## src/rtl/cc_bcd_updown_counter_pkg.sv

```systemverilog
// Shared constants for the BCD up/down counter.
// Holds the digit encoding limits, the command codes used between the
// priority decoder and the digit cells, and the load clamp helper.
package cc_bcd_updown_counter_pkg;

  localparam int BCD_DIGIT_W = 4;

  localparam logic [BCD_DIGIT_W-1:0] BCD_DIGIT_MAX = 4'd9;
  localparam logic [BCD_DIGIT_W-1:0] BCD_DIGIT_MIN = 4'd0;

  // One command per clock edge, already resolved for priority and saturation.
  typedef logic [2:0] cmd_t;

  localparam cmd_t CMD_HOLD  = 3'd0;
  localparam cmd_t CMD_UP    = 3'd1;
  localparam cmd_t CMD_DOWN  = 3'd2;
  localparam cmd_t CMD_LOAD  = 3'd3;
  localparam cmd_t CMD_CLEAR = 3'd4;

  // A loaded nibble above 9 is not BCD; pin it to 9 so the register stays valid.
  function automatic logic [BCD_DIGIT_W-1:0] clampDigit(input logic [BCD_DIGIT_W-1:0] raw);
    return (raw > BCD_DIGIT_MAX) ? BCD_DIGIT_MAX : raw;
  endfunction

endpackage

```

## src/rtl/cc_bcd_updown_counter_digit_cell.sv

```systemverilog
// One decade of the BCD counter.
// Computes the next value of a single digit from the resolved command and the
// ripple carry/borrow arriving from the less significant digit. Carry and
// borrow are propagated only through digits sitting at 9 or 0 respectively,
// so the chain settles combinationally within one cycle.
module cc_bcd_digit_cell
  import cc_bcd_updown_counter_pkg::*;
(
  input  cmd_t                   cmd,
  input  logic [BCD_DIGIT_W-1:0] digitQ,
  input  logic                   carryIn,
  input  logic                   borrowIn,
  input  logic [BCD_DIGIT_W-1:0] loadDigit,
  output logic [BCD_DIGIT_W-1:0] nextDigit,
  output logic                   carryOut,
  output logic                   borrowOut,
  output logic                   is9,
  output logic                   is0
);

  assign is9       = (digitQ == BCD_DIGIT_MAX);
  assign is0       = (digitQ == BCD_DIGIT_MIN);
  assign carryOut  = carryIn & is9;
  assign borrowOut = borrowIn & is0;

  // Next digit value: clear, clamped load, increment with wrap, decrement with wrap, or hold.
  always_comb begin
    nextDigit = digitQ;
    case (cmd)
      CMD_CLEAR: nextDigit = BCD_DIGIT_MIN;
      CMD_LOAD:  nextDigit = clampDigit(loadDigit);
      CMD_UP: begin
        if (carryIn) begin
          nextDigit = is9 ? BCD_DIGIT_MIN : (digitQ + 4'd1);
        end
      end
      CMD_DOWN: begin
        if (borrowIn) begin
          nextDigit = is0 ? BCD_DIGIT_MAX : (digitQ - 4'd1);
        end
      end
      default:   nextDigit = digitQ;
    endcase
  end

endmodule

```

## src/rtl/cc_bcd_updown_counter.sv

```systemverilog
// Multi-digit BCD up/down counter used for the score (up) and round timer (down).
// A priority decoder resolves clear > load > single step > hold into one
// command, steps that would run past all-9 or all-0 are turned into holds,
// and a row of decade cells computes the next packed BCD value. Terminal
// flags are decoded from the count register; the expiry pulse is registered
// alongside the count so it lines up with the first all-zero cycle.
module cc_bcd_updown_counter
  import cc_bcd_updown_counter_pkg::*;
#(
  parameter  int COUNTER_DIGITS    = 4,
  localparam int COUNTER_DATAWIDTH = BCD_DIGIT_W * COUNTER_DIGITS
) (
  input  logic                         CC_BCDCOUNTER_CLOCK_50,
  input  logic                         CC_BCDCOUNTER_RESET_InLow,
  input  logic                         CC_BCDCOUNTER_clear_InHigh,
  input  logic                         CC_BCDCOUNTER_load_InHigh,
  input  logic [COUNTER_DATAWIDTH-1:0] CC_BCDCOUNTER_data_InBUS,
  input  logic                         CC_BCDCOUNTER_up_InHigh,
  input  logic                         CC_BCDCOUNTER_down_InHigh,
  output logic [COUNTER_DATAWIDTH-1:0] CC_BCDCOUNTER_data_OutBUS,
  output logic                         CC_BCDCOUNTER_zero_OutLow,
  output logic                         CC_BCDCOUNTER_max_OutLow,
  output logic                         CC_BCDCOUNTER_expired_OutHigh
);

  logic [COUNTER_DATAWIDTH-1:0] countQ;
  logic [COUNTER_DATAWIDTH-1:0] countNext;
  logic                         expiredQ;
  cmd_t                         cmd;

  logic [COUNTER_DIGITS:0]      carryChain;
  logic [COUNTER_DIGITS:0]      borrowChain;
  logic [COUNTER_DIGITS-1:0]    is9Vec;
  logic [COUNTER_DIGITS-1:0]    is0Vec;
  logic                         allNine;
  logic                         allZero;
  logic                         unusedChainEnd;

  // Digit 0 always receives the step; higher digits only see it through the ripple.
  assign carryChain[0]  = 1'b1;
  assign borrowChain[0] = 1'b1;

  // The ripple out of the top digit duplicates allNine/allZero and is not needed.
  assign unusedChainEnd = carryChain[COUNTER_DIGITS] ^ borrowChain[COUNTER_DIGITS];

  assign allNine = &is9Vec;
  assign allZero = &is0Vec;

  // Resolve strobe priority and block any step that would run past the terminal values.
  always_comb begin
    cmd = CMD_HOLD;
    if (CC_BCDCOUNTER_clear_InHigh) begin
      cmd = CMD_CLEAR;
    end else if (CC_BCDCOUNTER_load_InHigh) begin
      cmd = CMD_LOAD;
    end else if (CC_BCDCOUNTER_up_InHigh && !CC_BCDCOUNTER_down_InHigh) begin
      cmd = allNine ? CMD_HOLD : CMD_UP;
    end else if (CC_BCDCOUNTER_down_InHigh && !CC_BCDCOUNTER_up_InHigh) begin
      cmd = allZero ? CMD_HOLD : CMD_DOWN;
    end
  end

  for (genvar d = 0; d < COUNTER_DIGITS; d++) begin : gDigit
    cc_bcd_digit_cell uCell (
      .cmd       (cmd),
      .digitQ    (countQ[d*BCD_DIGIT_W +: BCD_DIGIT_W]),
      .carryIn   (carryChain[d]),
      .borrowIn  (borrowChain[d]),
      .loadDigit (CC_BCDCOUNTER_data_InBUS[d*BCD_DIGIT_W +: BCD_DIGIT_W]),
      .nextDigit (countNext[d*BCD_DIGIT_W +: BCD_DIGIT_W]),
      .carryOut  (carryChain[d+1]),
      .borrowOut (borrowChain[d+1]),
      .is9       (is9Vec[d]),
      .is0       (is0Vec[d])
    );
  end

  // Count register and expiry pulse; a down step can only land on zero from value 1
  // because stepping down from zero is already blocked above.
  always_ff @(posedge CC_BCDCOUNTER_CLOCK_50 or negedge CC_BCDCOUNTER_RESET_InLow) begin
    if (!CC_BCDCOUNTER_RESET_InLow) begin
      countQ   <= '0;
      expiredQ <= 1'b0;
    end else begin
      countQ   <= countNext;
      expiredQ <= (cmd == CMD_DOWN) && (countNext == '0);
    end
  end

  assign CC_BCDCOUNTER_data_OutBUS     = countQ;
  assign CC_BCDCOUNTER_zero_OutLow     = ~allZero;
  assign CC_BCDCOUNTER_max_OutLow      = ~allNine;
  assign CC_BCDCOUNTER_expired_OutHigh = expiredQ;

endmodule

```

## config.mk

```make
export PLATFORM = sky130hd
export DESIGN_NAME = cc_bcd_updown_counter
export DESIGN_NICKNAME = d
export VERILOG_FILES = /design/src/rtl/cc_bcd_updown_counter_pkg.sv /design/src/rtl/cc_bcd_updown_counter_digit_cell.sv /design/src/rtl/cc_bcd_updown_counter.sv
export SDC_FILE = /design/constraint.sdc
export NUM_CORES = 1
export LEC_CHECK = 0
export ABC_CLOCK_PERIOD_IN_PS = 4100
export CORE_ASPECT_RATIO = 0.6
export CORE_MARGIN = 2
export CORE_UTILIZATION = 53
export DETAILED_ROUTE_END_ITERATION = 8
export GPL_ROUTABILITY_DRIVEN = 0
export PLACE_DENSITY = 0.8
export RECOVER_POWER = 100
export SLEW_MARGIN = 20
export SYNTH_ARGS = -nofsm -noshare
export SYNTH_HDL_FRONTEND = slang
export SYNTH_HIERARCHICAL = 1
export SYNTH_SLANG_ARGS = --single-unit
```

## constraint.sdc

```tcl
create_clock -name CC_BCDCOUNTER_CLOCK_50 -period 4.1 [get_ports CC_BCDCOUNTER_CLOCK_50]
set_input_delay 0.82 -clock CC_BCDCOUNTER_CLOCK_50 [delete_from_list [all_inputs] [get_ports CC_BCDCOUNTER_CLOCK_50]]
set_output_delay 0.82 -clock CC_BCDCOUNTER_CLOCK_50 [all_outputs]
set_load 0.02 [all_outputs]
```

After elaboration in Yosys (flattened, before gate mapping)
Index checks and enable logic that the tools add are counted.
{"block": "totals", "mem_count": 0, "out_inout_bits": 19, "latchBits": 0, "mem_bits_rw": 0, "rom_bits": 0, "input_bits": 22, "elab_cells": 68, "regBits": 17}
{"block": "classes", "n_addsub": 8, "n_mul": 0, "reduce_logical": 12, "n_shift": 0, "n_eq_ne": 8, "n_mux": 28, "n_lt_le_gt_ge": 4, "bitwise_logic": 6, "n_div": 0}
{"cell": "4-bit 2-to-1 mux", "n": 18}
{"cell": "4-bit case mux with 4 select lines", "n": 4}
{"cell": "4-bit by 1-bit adder with 4-bit output (second input constant)", "n": 4}
{"cell": "4-bit == test (second input constant)", "n": 4}
{"cell": "4-bit > comparator (second input constant)", "n": 4}
{"cell": "16-bit logical NOT", "n": 1}
{"cell": "4-bit logical NOT", "n": 4}
{"cell": "4-bit by 1-bit subtractor with 4-bit output (second input constant)", "n": 4}
{"cell": "2-bit 2-to-1 mux", "n": 4}
{"cell": "4-bit AND reduction", "n": 2}
{"cell": "3-bit by 2-bit == test with 1-bit output (second input constant)", "n": 2}
{"cell": "1-bit bitwise AND", "n": 4}
{"cell": "3-bit by 1-bit == test with 1-bit output (second input constant)", "n": 1}
{"cell": "3-bit == test (second input constant)", "n": 1}
{"cell": "1-bit logical AND", "n": 3}
{"cell": "3-bit 2-to-1 mux", "n": 1}
{"cell": "1-bit logical NOT", "n": 2}
{"cell": "1-bit inverter", "n": 2}
{"cell": "1-bit 2-to-1 mux", "n": 1}

Logic depth before layout (Yosys ltp)
{"block": "depth", "ltp_word": 11, "ltp_mapped": 14, "ltp_nobuf": 13}

By module
Netlist, hierarchy kept.
{"mod": "cc_bcd_digit_cell", "seq_area_each_um2": 0.0, "cells_per_inst": 67, "instances": 4, "area_per_inst_um2": 478.0}
{"mod": "cc_bcd_updown_counter", "seq_area_each_um2": 425.4, "cells_per_inst": 33, "instances": 1, "area_per_inst_um2": 530.5}

Worst setup path before layout
No wires, ideal clock.
{"block": "synth_timing", "kind": "register -> register", "startpoint": "reg countQ[13], in the netlist CC_BCDCOUNTER_data_OutBUS[13]", "endpoint": "reg expiredQ, in the netlist CC_BCDCOUNTER_expired_OutHigh", "synth_period_minus_slack_ns": 3.583, "required_time_ns": 4.004, "stages_incl_launch_ff": 13, "setup_slack_ns": 0.517, "path_buffers": 1, "arrival_ns": 3.487, "setup_time_ns": 0.096, "path_cell_list": "dfrtp_1 > inv_1 > ha_1 > and2_4 > nand4_2 > a31o_1 > nor2b_1 > clkbuf_4 > o22ai_1 > a221o_1 > nor4_1 > nand4_1 > nor4_2"}
{"block": "synth_via", "word_cells_on_any_way": 26, "classes_between": "add/sub (2); eq/ne (5); mux (14); reduce/logical (5)"}
{"element": "start: declaration", "line": "cc_bcd_updown_counter.sv:26", "source": "logic [COUNTER_DATAWIDTH-1:0] countQ;"}
{"element": "start signal: assignment", "line": "cc_bcd_updown_counter.sv:85", "source": "countQ <= countNext;"}
{"element": "4-bit == test *", "line": "cc_bcd_updown_counter_digit_cell.sv:21", "source": "assign is9 = (digitQ == BCD_DIGIT_MAX);"}
{"element": "via is9Vec[3]", "line": "cc_bcd_updown_counter.sv:33", "source": "logic [COUNTER_DIGITS-1:0] is9Vec;"}
{"element": "4-bit AND reduction *", "line": "cc_bcd_updown_counter.sv:46", "source": "assign allNine = &is9Vec;"}
{"element": "1-bit 2-to-1 mux *", "line": "cc_bcd_updown_counter.sv:57", "source": "cmd = allNine ? CMD_HOLD : CMD_UP;"}
{"element": "2-bit 2-to-1 mux *", "line": "cc_bcd_updown_counter.sv:56", "source": "end else if (CC_BCDCOUNTER_up_InHigh && !CC_BCDCOUNTER_down_InHigh) begin"}
{"element": "2-bit 2-to-1 mux *", "line": "cc_bcd_updown_counter.sv:54", "source": "end else if (CC_BCDCOUNTER_load_InHigh) begin"}
{"element": "3-bit 2-to-1 mux *", "line": "cc_bcd_updown_counter.sv:52", "source": "if (CC_BCDCOUNTER_clear_InHigh) begin"}
{"element": "via cmd[0]", "line": "cc_bcd_updown_counter.sv:29", "source": "cmd_t cmd;"}
{"element": "3-bit by 2-bit == test with 1-bit output (tied with other cells)", "line": "cc_bcd_updown_counter_digit_cell.sv:29", "source": "case (cmd)"}
{"element": "4-bit case mux with 4 select lines *", "line": "cc_bcd_updown_counter_digit_cell.sv:29"}
{"element": "via countNext[0]", "line": "cc_bcd_updown_counter.sv:27", "source": "logic [COUNTER_DATAWIDTH-1:0] countNext;"}
{"element": "16-bit logical NOT *", "line": "cc_bcd_updown_counter.sv:86", "source": "expiredQ <= (cmd == CMD_DOWN) && (countNext == '0);"}
{"element": "1-bit logical AND *", "line": "cc_bcd_updown_counter.sv:86"}
{"element": "end signal: assignment", "line": "cc_bcd_updown_counter.sv:86"}
{"element": "end: declaration", "line": "cc_bcd_updown_counter.sv:28", "source": "logic expiredQ;"}
Mark *: on every way through the listed nets, which the timed path passes. The rest lies on a longest branch.

Worst setup path after layout
{"block": "layout_timing", "startpoint": "reg countQ[8], in the netlist CC_BCDCOUNTER_data_OutBUS[8]", "endpoint": "reg expiredQ, in the netlist CC_BCDCOUNTER_expired_OutHigh"}
{"block": "layout_via", "elab_chain_cells": 11, "word_cells_on_any_way": 30, "classes_between": "add/sub (2); eq/ne (5); mux (16); bitwise (2); reduce/logical (5)"}
{"element": "4-bit logical NOT *", "line": "cc_bcd_updown_counter_digit_cell.sv:22", "source": "assign is0 = (digitQ == BCD_DIGIT_MIN);"}
{"element": "via is0Vec[2]", "line": "cc_bcd_updown_counter.sv:34", "source": "logic [COUNTER_DIGITS-1:0] is0Vec;"}
{"element": "4-bit AND reduction *", "line": "cc_bcd_updown_counter.sv:47", "source": "assign allZero = &is0Vec;"}
{"element": "2-bit 2-to-1 mux *", "line": "cc_bcd_updown_counter.sv:59", "source": "cmd = allZero ? CMD_HOLD : CMD_DOWN;"}
{"element": "2-bit 2-to-1 mux *", "line": "cc_bcd_updown_counter.sv:58", "source": "end else if (CC_BCDCOUNTER_down_InHigh && !CC_BCDCOUNTER_up_InHigh) begin"}
{"element": "2-bit 2-to-1 mux *", "line": "cc_bcd_updown_counter.sv:56"}
{"element": "2-bit 2-to-1 mux *", "line": "cc_bcd_updown_counter.sv:54"}
{"element": "3-bit 2-to-1 mux *", "line": "cc_bcd_updown_counter.sv:52"}
{"element": "via cmd[1]", "line": "cc_bcd_updown_counter.sv:29"}
{"element": "3-bit by 2-bit == test with 1-bit output (tied with other cells)", "line": "cc_bcd_updown_counter_digit_cell.sv:29"}
{"element": "4-bit case mux with 4 select lines *", "line": "cc_bcd_updown_counter_digit_cell.sv:29"}
{"element": "via countNext[4]", "line": "cc_bcd_updown_counter.sv:27"}
{"element": "16-bit logical NOT *", "line": "cc_bcd_updown_counter.sv:86"}
{"element": "1-bit logical AND *", "line": "cc_bcd_updown_counter.sv:86"}
Marked as above.

==> results.py <==
metrics = {
    "status": {
        "outcome": "finished, final reports clean",
    },
    "worst_setup_path": {
        "endpoint": "CC_BCDCOUNTER_expired_OutHigh",
        "cp.arrival_ns": 3.96,
        "start_kind": "register",
        "critPathRequiredTime_ns": 4.26,
        "r2r_end": "CC_BCDCOUNTER_expired_OutHigh",
        "r2r_setup_slack_ns": 0.30,
        "cp-end-kind": "register",
        "crit_type": "register to register",
        "crit_start": "CC_BCDCOUNTER_data_OutBUS[8]",
        "reg2reg_depth": 14,
        "r2r-start": "CC_BCDCOUNTER_data_OutBUS[8]",
        "path_max_fanout": 25,
    },
    "route": {
        "via_per_inst": 6.339,
        "drc": 0,
        "dr.pass1.iters": 7,
        "drtAntennaViolNets": 0,
        "wire_per_inst_um": 16.63,
        "route.vias.total": 2580,
        "routed_wl_um": 6767,
        "drt-initial-drc-count": 331,
    },
    "grt": {
        "grt_pass1_vias": 2187,
        "grt_overflow": 0,
        "grt_max_degree": 57,
        "grt_pass1_wl_um": 11040,
        "grt_use_total": 0.2608,
        "antenna_found_initial": 0,
    },
    "clocking": {
        "clockBufferDepth": 2,
        "cts_buffers": 3,
        "htree_levels": 1,
        "cts_tree": "built",
        "worstSkewPairLatency_ns": 0.25,
        "clk_pin_slew_ns": 0.07,
        "post_cts_buffers": 0,
        "cts.sinks": 17,
        "ctsResizeCount": 0,
        "cts_hold_buf": 0,
        "root_buffer": "clkbuf_8",
    },
    "placed_design": {
        "placed_cell_area_um2": 2820,
        "port_buffers": 40,
        "dp_cells": 402,
        "dp_hpwl_um": 4829,
    },
    "cells_and_area": {
        "nets": 379,
        "final_area_um2": 2878,
        "stdcell_count": 407,
        "layout-drive-gt1-share": 0.1395,
        "antenna_cells": 0,
        "area_growth_pct": 18.50,
    },
    "timing": {
        "worstMarginPinSlew_ns": 0.9013,
        "rsz0062_at_grt": "no",
        "clock.fmax_mhz": 263.1,
        "hold_viol": 0,
        "slew_headroom": 0.3964,
        "min_period_ns": 3.800,
        "period_share": 0.9269,
        "fin_skew_ns": 0.003476,
        "drv_slew": 0,
        "tns_ns": 0,
        "finalSetupViolations": 0,
    },
    "synth": {
        "syn_avg_cell_area_um2": 8.122,
        "synth_cells": 299,
        "netlist_area_um2": 2429,
        "ys.warnings.count": 6,
    },
    "die": {
        "die_area_um2": 5158,
        "fp.dieH_um": 56.44,
        "core_area_um2": 4493,
        "dieWidth_um": 91.39,
        "start_util": 0.5405,
        "io_pins": 41,
        "core.rowCount": 19,
    },
    "run": {
        "maxCapViolCount": 0,
    },
    "hold_path": {
        "hold_path_class": "register to register",
    },
    "pwr": {
        "powerDensity_nw_per_um2": 304.1,
        "p_leak_nw": 1.205,
        "irDropWorstVdd_v": 0.0001352,
    },
}
-- sequential cells by signal (all words and copies together), names as in the netlist --
register	flops
CC_BCDCOUNTER_data_OutBUS	16
CC_BCDCOUNTER_expired_OutHigh	1
-- worst min-delay path by stage --
stage | start | endpoint | slack [ns] | cells past startpoint
after global routing | CC_BCDCOUNTER_data_OutBUS[13] | CC_BCDCOUNTER_data_OutBUS[13] | 0.77 | 2
final | CC_BCDCOUNTER_data_OutBUS[5] | CC_BCDCOUNTER_data_OutBUS[5] | 0.75 | 2
after detailed placement | CC_BCDCOUNTER_data_OutBUS[9] | CC_BCDCOUNTER_data_OutBUS[9] | 0.70 | 2
after global placement | CC_BCDCOUNTER_data_OutBUS[9] | CC_BCDCOUNTER_data_OutBUS[9] | 0.70 | 2
after CTS | CC_BCDCOUNTER_data_OutBUS[9] | CC_BCDCOUNTER_data_OutBUS[9] | 0.73 | 2
after floorplan | CC_BCDCOUNTER_RESET_InLow | CC_BCDCOUNTER_data_OutBUS[0] | 0.52 | 0
-- layout by cell type, fill, tap and decap left out, types with 5 or more instances in the layout --
master	n
nand2_1	36
inv_1	22
nor2_1	21
o21ai_0	20
dlygate4sd3_1	20
clkdlybuf4s50_1	19
dfrtp_1	17
conb_1	14
a21oi_1	12
ha_1	12
nand3b_1	9
or3_1	9
a32oi_1	8
o31ai_1	8
buf_4	7
nor2b_4	5
-- final cells by class --
type                    count  area, um2
multi-input cells         254       1794
fillers                   388       1615
repair buffers             47      447.9
flip-flops and latches     17      425.4
inverters                  22      82.58
well taps                  63      78.83
clock buffers               3      41.29
clock inverters             1      7.507
-- per-layer routing --
layer	vias to the layer above	GRT usage	share of wire
li1	1212	-	-
met1	1204	0.4098	0.47
met2	154	0.3792	0.42
met3	10	0.02953	0.098
met4	0	0.05628	0.010
met5	-	0	0
-- critical path, cell delays in order (launching register included) --
cell and delay [ns]:
dfrtp_1 0.53, inv_1 0.11, ha_1 0.26, nor3b_4 0.19, nand4_1 0.17, nand3b_1 0.16, a21oi_2 0.46, buf_4 0.35
nand2_1 0.13, nor2_1 0.16, o311ai_2 0.10, a221o_1 0.39, nor4_1 0.27, nand4_1 0.17, nor4_2 0.25
-- per-stage QoR --
step	util	setup WS [ns]	hold slack, ns	power (mW)
global route	0.6405	0.01583	0.7710	0.9325
finish	0.6405	0.2996	0.7494	0.8751
global placement	0.6277	0.2745	0.7020	0.7362
detailed placement	0.6277	0.1191	0.6986	0.7464
floorplan	-	0.5240	0.5244	0.6002
CTS	0.6385	0.2966	0.7341	0.8794
-- power breakdown --
group / switching, mW / internal [mW] / total, mW
combinational: 0.270 / 0.226 / 0.497
sequential: 0.0582 / 0.190 / 0.248
clock: 0.0615 / 0.0684 / 0.130
Power figures use the tool's default switching activity.
